`config.mk`:
```
export PLATFORM = sky130hd
export DESIGN_NAME = pipe_adder
export DESIGN_NICKNAME = d
export VERILOG_FILES = /design/src/rtl/pipe_adder_pkg.sv /design/src/rtl/pipe_adder_seg.sv /design/src/rtl/pipe_adder.sv
export SDC_FILE = /design/constraint.sdc
export NUM_CORES = 1
export LEC_CHECK = 0
export CAP_MARGIN = 20
export CORE_MARGIN = 4
export CORE_UTILIZATION = 49
export CTS_CLUSTER_SIZE = 30
export DETAILED_ROUTE_END_ITERATION = 10
export GPL_ROUTABILITY_DRIVEN = 0
export GPL_TIMING_DRIVEN = 0
export PLACE_DENSITY_LB_ADDON = 0.15
export SLEW_MARGIN = 20
export SYNTH_ARGS = -nofsm -noshare
export SYNTH_HDL_FRONTEND = slang
export SYNTH_SLANG_ARGS = --single-unit
export TNS_END_PERCENT = 20
```
`constraint.sdc`:
```
create_clock -name clk -period 7.8 [get_ports clk]
set_input_delay 1.56 -clock clk [delete_from_list [all_inputs] [get_ports clk]]
set_output_delay 1.56 -clock clk [all_outputs]
set_load 0.05 [all_outputs]
```
`src/rtl/pipe_adder_pkg.sv`:
```
// Shared constants and parameter-legality helper for the segmented pipelined adder.
package pipe_adder_pkg;

   localparam int DEF_WIDTH  = 32;
   localparam int DEF_STAGES = 4;

   // A legal configuration splits the word into equal, non-empty carry segments.
   function automatic bit params_legal(input int width, input int stages);
      return (stages >= 1) && (stages <= width) && ((width % stages) == 0);
   endfunction

endpackage

```
`src/rtl/pipe_adder_seg.sv`:
```
// One carry segment of the pipelined adder: a SEG-bit combinational add with carry in/out.
module adder_seg
   import pipe_adder_pkg::*;
#(
   parameter int SEG = 8
) (
   input  logic [SEG-1:0] a,
   input  logic [SEG-1:0] b,
   input  logic           cin,
   output logic [SEG-1:0] sum,
   output logic           cout
);

   assign {cout, sum} = {1'b0, a} + {1'b0, b} + {{SEG{1'b0}}, cin};

endmodule

```
`src/rtl/pipe_adder.sv`:
```
// Carry-segmented pipelined adder with global valid/ready stall.
// Optional two's-complement overflow output enabled by the ADDER_OVF_EN macro.
module pipe_adder
   import pipe_adder_pkg::*;
#(
   parameter int WIDTH  = DEF_WIDTH,
   parameter int STAGES = DEF_STAGES
) (
   input  logic             clk,
   input  logic             rst,
   input  logic             in_valid,
   output logic             in_ready,
   input  logic [WIDTH-1:0] a,
   input  logic [WIDTH-1:0] b,
   input  logic             cin,
   output logic             out_valid,
   input  logic             out_ready,
   output logic [WIDTH-1:0] sum,
   output logic             cout
`ifdef ADDER_OVF_EN
   ,
   output logic             ovf
`endif
);

   localparam int SEG  = (STAGES > 0) ? (WIDTH / STAGES) : 1;
   localparam int LAST = STAGES - 1;

   if (!params_legal(WIDTH, STAGES)) begin : g_bad_params
      $fatal(1, "pipe_adder: WIDTH must be a positive multiple of STAGES");
   end

`ifdef ADDER_OVF_EN
   function automatic logic ovf_of(input logic sa, input logic sb, input logic ss);
      return (sa == sb) && (ss != sa);
   endfunction
`endif

   logic             en;
   logic [LAST:0]    vld_p;
   logic [WIDTH-1:0] a_p   [STAGES];
   logic [WIDTH-1:0] b_p   [STAGES];
   logic [WIDTH-1:0] sum_p [STAGES];
   logic             c_p   [STAGES];
   logic [SEG-1:0]   seg_sum [STAGES];
   logic             seg_co  [STAGES];

   assign en       = !out_valid || out_ready;
   assign in_ready = en;

   // Stage g adds operand segment g; stage 0 sees the live inputs, later stages the skewed copies.
   for (genvar g = 0; g < STAGES; g++) begin : g_seg
      logic [SEG-1:0] op_a;
      logic [SEG-1:0] op_b;
      logic           c_in;

      if (g == 0) begin : g_first
         assign op_a = a[SEG-1:0];
         assign op_b = b[SEG-1:0];
         assign c_in = cin;
      end else begin : g_rest
         assign op_a = a_p[g-1][g*SEG +: SEG];
         assign op_b = b_p[g-1][g*SEG +: SEG];
         assign c_in = c_p[g-1];
      end

      adder_seg #(.SEG(SEG)) u_seg (
         .a    (op_a),
         .b    (op_b),
         .cin  (c_in),
         .sum  (seg_sum[g]),
         .cout (seg_co[g])
      );
   end

   always_ff @(posedge clk) begin
      if (rst) begin
         vld_p <= '0;
      end else if (en) begin
         vld_p[0] <= in_valid;
         for (int k = 1; k < STAGES; k++) begin
            vld_p[k] <= vld_p[k-1];
         end
      end
   end

   // Data registers carry no reset; anything behind a cleared valid bit is a bubble.
   always_ff @(posedge clk) begin
      if (en) begin
         a_p[0]   <= a;
         b_p[0]   <= b;
         c_p[0]   <= seg_co[0];
         sum_p[0] <= WIDTH'(seg_sum[0]);
         for (int k = 1; k < STAGES; k++) begin
            a_p[k]                  <= a_p[k-1];
            b_p[k]                  <= b_p[k-1];
            c_p[k]                  <= seg_co[k];
            sum_p[k]                <= sum_p[k-1];
            sum_p[k][k*SEG +: SEG]  <= seg_sum[k];
         end
      end
   end

   // Outputs read zero whenever no result is presented, including right after reset.
   assign out_valid = vld_p[LAST];
   assign sum       = out_valid ? sum_p[LAST] : '0;
   assign cout      = out_valid && c_p[LAST];

`ifdef ADDER_OVF_EN
   assign ovf = out_valid && ovf_of(a_p[LAST][WIDTH-1], b_p[LAST][WIDTH-1], sum_p[LAST][WIDTH-1]);
`endif

endmodule

```
==> flow_metrics.py, run 1 <==
metrics = {
    "synth": {
        "synth_flop_cell": "edfxtp_1",
        "synthCells": 398,
        "syn_area_mm2": 0.00706,
        "synth_seq_cells": 184,
        "synthArstFlopShare": 0,
        "yosys_warnings": 0,
        "synth_fp_nets": 503,
        "synth_area_per_cell_um2": 17.7,
        "yosys-top-cells-area": "edfxtp_1 77%, ha_1 5.0%, and2_1 2.9%, fa_1 2.3%, a21oi_1 1.6%",
        "synth_area_leader_cell": "edfxtp_1",
        "seq_area_frac_synth": 0.777,
        "yosysTopAreaCellShare": 0.765,
        "ys_types": 36,
        "synth-edff-count": 180,
    },
    "timing": {
        "max-slew-margin-rel": 0.529,
        "post-route-period-util": 0.724,
        "min_period_ns": 5.65,
        "tightestPinTransition_ns": 0.706,
        "finalHoldViolCount": 0,
        "slew_violations": 0,
        "finalClockSkew_ns": 0.00790,
        "max_freq_ghz": 0.177,
        "rsz0062_at_grt": "no",
        "finalSetupViolCount": 0,
    },
    "global_routing": {
        "gr-total-overflow": 0,
        "antenna_found_initial": 0,
        "use_met2": 0.232,
        "grtUsageTotal": 0.136,
        "top_usage_layer": "met2",
        "grt_max_degree": 96,
        "grt_pass1_wl_um": 16700,
        "grt_pass1_vias": 3522,
        "grt_use_met1": 0.152,
        "met3_usage": 0.0554,
    },
    "critical_path": {
        "r2r_cells": 6,
        "critPathLaunchType": "input pin",
        "r2r-end": "c_p[2]",
        "end_kind": "output pin",
        "r2r_setup_slack_ns": 5.39,
        "cp_data_required_time_ns": 6.24,
        "worstReg2RegStart": "c_p[1]",
        "critical_path_class": "input pin to output pin",
        "critPathMaxFanout": 95,
        "arrival_ns": 4.09,
    },
    "clocking": {
        "clock_tree.buffer_depth": 2,
        "clkLatencyLatePin_ns": 0.43,
        "hold_buffers": 0,
        "clk_pin_slew_ns": 0.07,
        "cts.sinks": 184,
        "cts_resized": 0,
        "cts.htree.levels": 4,
        "cts_root_buffer": "clkbuf_16",
        "cts_setup_buffers": 0,
        "cts_buffers": 17,
        "tritoncts": "built",
    },
    "flow_run": {
        "maxCapViolCount": 0,
    },
    "route": {
        "wl_um": 10300,
        "drt-pass1-iter-count": 4,
        "drc_errors": 0,
        "vias_per_cell": 5.01,
        "wl_per_cell_um": 14.5,
        "num_vias": 3579,
        "drt_iter0_drc": 313,
        "drtAntennaViolNets": 0,
    },
    "placement": {
        "hpwl_um": 7070,
        "portBuffers": 103,
    },
    "pwr": {
        "powerDensity_mw_per_mm2": 260,
        "p_leak_nw": 3.35,
        "power_mw": 2.33,
        "vdd_drop_max_uv": 163,
    },
    "layout": {
        "multiInputGateArea_mm2": 0.00151,
        "fin_nets": 626,
        "fin_util": 0.640,
        "diodes": 0,
        "seqCellArea_mm2": 0.00549,
        "area_growth_syn_to_layout_pct": 26.7,
        "drive_gt1_frac": 0.0655,
        "fillers": 1034,
    },
    "hold_path": {
        "hold_end": "a_p[2][25]",
        "min_from": "a_p[1][25]",
        "hold_path.class": "register to register",
        "hold_path_depth": 0,
    },
    "floorplan": {
        "initial_core_util": 0.505,
        "die_w_um": 128,
        "rows": 43,
        "num_io_pins": 104,
        "coreArea_mm2": 0.0140,
        "die_y_um": 128,
        "dieArea_mm2": 0.0164,
    },
    "run_status": {
        "status": "complete, no violations",
    },
}
-- worst max-delay path, cell delays in order --
cell and delay, ns:
clkdlybuf4s50_1 0.45, nand2b_1 0.11, clkbuf_8 0.56, buf_16 0.42, clkdlybuf4s50_1 0.90
-- stage by stage --
step / setup TNS (ns) / instances / worst slack (ns) / hold slack [ns] / area, µm²
final: 0 / 714 / 2.15 / 0.412 / 8950
after global placement: -0.244 / 681 / -0.244 / 0.401 / 8320
after CTS: 0 / 714 / 2.10 / 0.417 / 8950
after floorplan: 0 / 398 / 2.05 / 0.400 / 7060
after global routing: 0 / 714 / 2.01 / 0.421 / 8950
after detailed placement: 0 / 682 / 2.12 / 0.405 / 8360
-- Yosys cell counts (2+ instances only) --
library cell / instances
a221oi_1: 2
nor4_1: 4
nand3_1: 4
a211oi_1: 2
xor2_1: 5
dfxtp_1: 4
nand2_1: 10
mux2i_1: 5
a21o_1: 3
a21oi_1: 23
o211ai_1: 2
edfxtp_1: 180
o21bai_1: 5
xnor2_1: 13
inv_1: 14
nor3_1: 8
clkbuf_1: 4
ha_1: 28
fa_1: 8
o21ai_0: 5
nor2b_1: 5
o21ai_1: 6
o21a_1: 2
and2_1: 33
nor2_1: 12
-- cell type report --
| class | count | area share |
|---|---|---|
| Clock buffer | 18 | 0.0480 |
| Buffer | 4 | 0.00280 |
| Tap cell | 180 | 0.0252 |
| Timing Repair Buffer | 104 | 0.118 |
| Clock inverter | 14 | 0.0183 |
| Inverter | 14 | 0.00587 |
| Sequential cell | 184 | 0.613 |
| Multi-Input combinational cell | 196 | 0.169 |
-- sequential cells by signal (all words and copies together) (netlist names) --
| name | flops |
|---|---|
| sum_p | 80 |
| a_p | 48 |
| b_p | 48 |
| c_p | 4 |
| vld_p | 4 |
-- logic make-up (layout without fill, tap and decap cells) --
logic type,count (synthesis),after routing,share of synthesized area
adders and majority gates,36,36,0.0723
DFF,184,184,0.777
and+or+nand+nor,79,79,0.0608
muxes,5,5,0.00709
AOI/OAI and AO/OA,58,58,0.0514
xor gates and xnor gates,18,18,0.0223
buffers and inverters,18,154,0.00957
-- metal layers --
layer | vias up | share of wire | wire length [µm]
met5 | - | 0 | 0
met4 | 0 | 0.017 | 176
met3 | 16 | 0.048 | 497
met2 | 91 | 0.54 | 5630
met1 | 1712 | 0.39 | 4040
li1 | 1760 | - | -
-- worst max-delay path by stage --
stage	depth (start not counted)	endpoint	startpoint	slack, ns
after floorplan	2	in_ready	out_ready	2.05
after global placement	4	in_ready	out_ready	-0.24
after detailed placement	5	in_ready	out_ready	2.12
after CTS	5	in_ready	out_ready	2.10
after global routing	5	in_ready	out_ready	2.01
final	5	in_ready	out_ready	2.15
-- where the power goes --
group	leakage (nW)	switching, mW	internal [mW]
clock network	0.280	0.370	0.480
logic	1.13	0.0965	0.0980
registers	1.93	0.0341	1.25
total	3.35	0.501	1.83
-- cells in the final DEF (no fill, tap or decap), types with 8 or more instances in the layout --
cell             instances
nor3_1                   8
edfxtp_1               180
fa_1                     8
nand2_1                 10
nor2_1                  12
and2_1                  33
inv_1                   14
a21oi_1                 23
xnor2_1                 13
ha_1                    28
clkdlybuf4s50_1        103
clkbuf_16               17
(Power assumes the default switching activity.)
==> run 2, diff against run 1 <==
Clock period 7.8 ns to 4.8 ns, I/O delays scaled along.
==> results of run 2 <==
The final DEF is identical to that of run 1. Status: complete, no violations.
Among the figures that moved: setup slack after placement 2.12 ns -> 0.320 ns; setup slack after layout 2.15 ns -> 0.351 ns; register-to-register setup slack 5.39 ns -> 2.39 ns; total power 2.33 mW -> 3.78 mW; worst IR drop on VDD 163 µV -> 265 µV
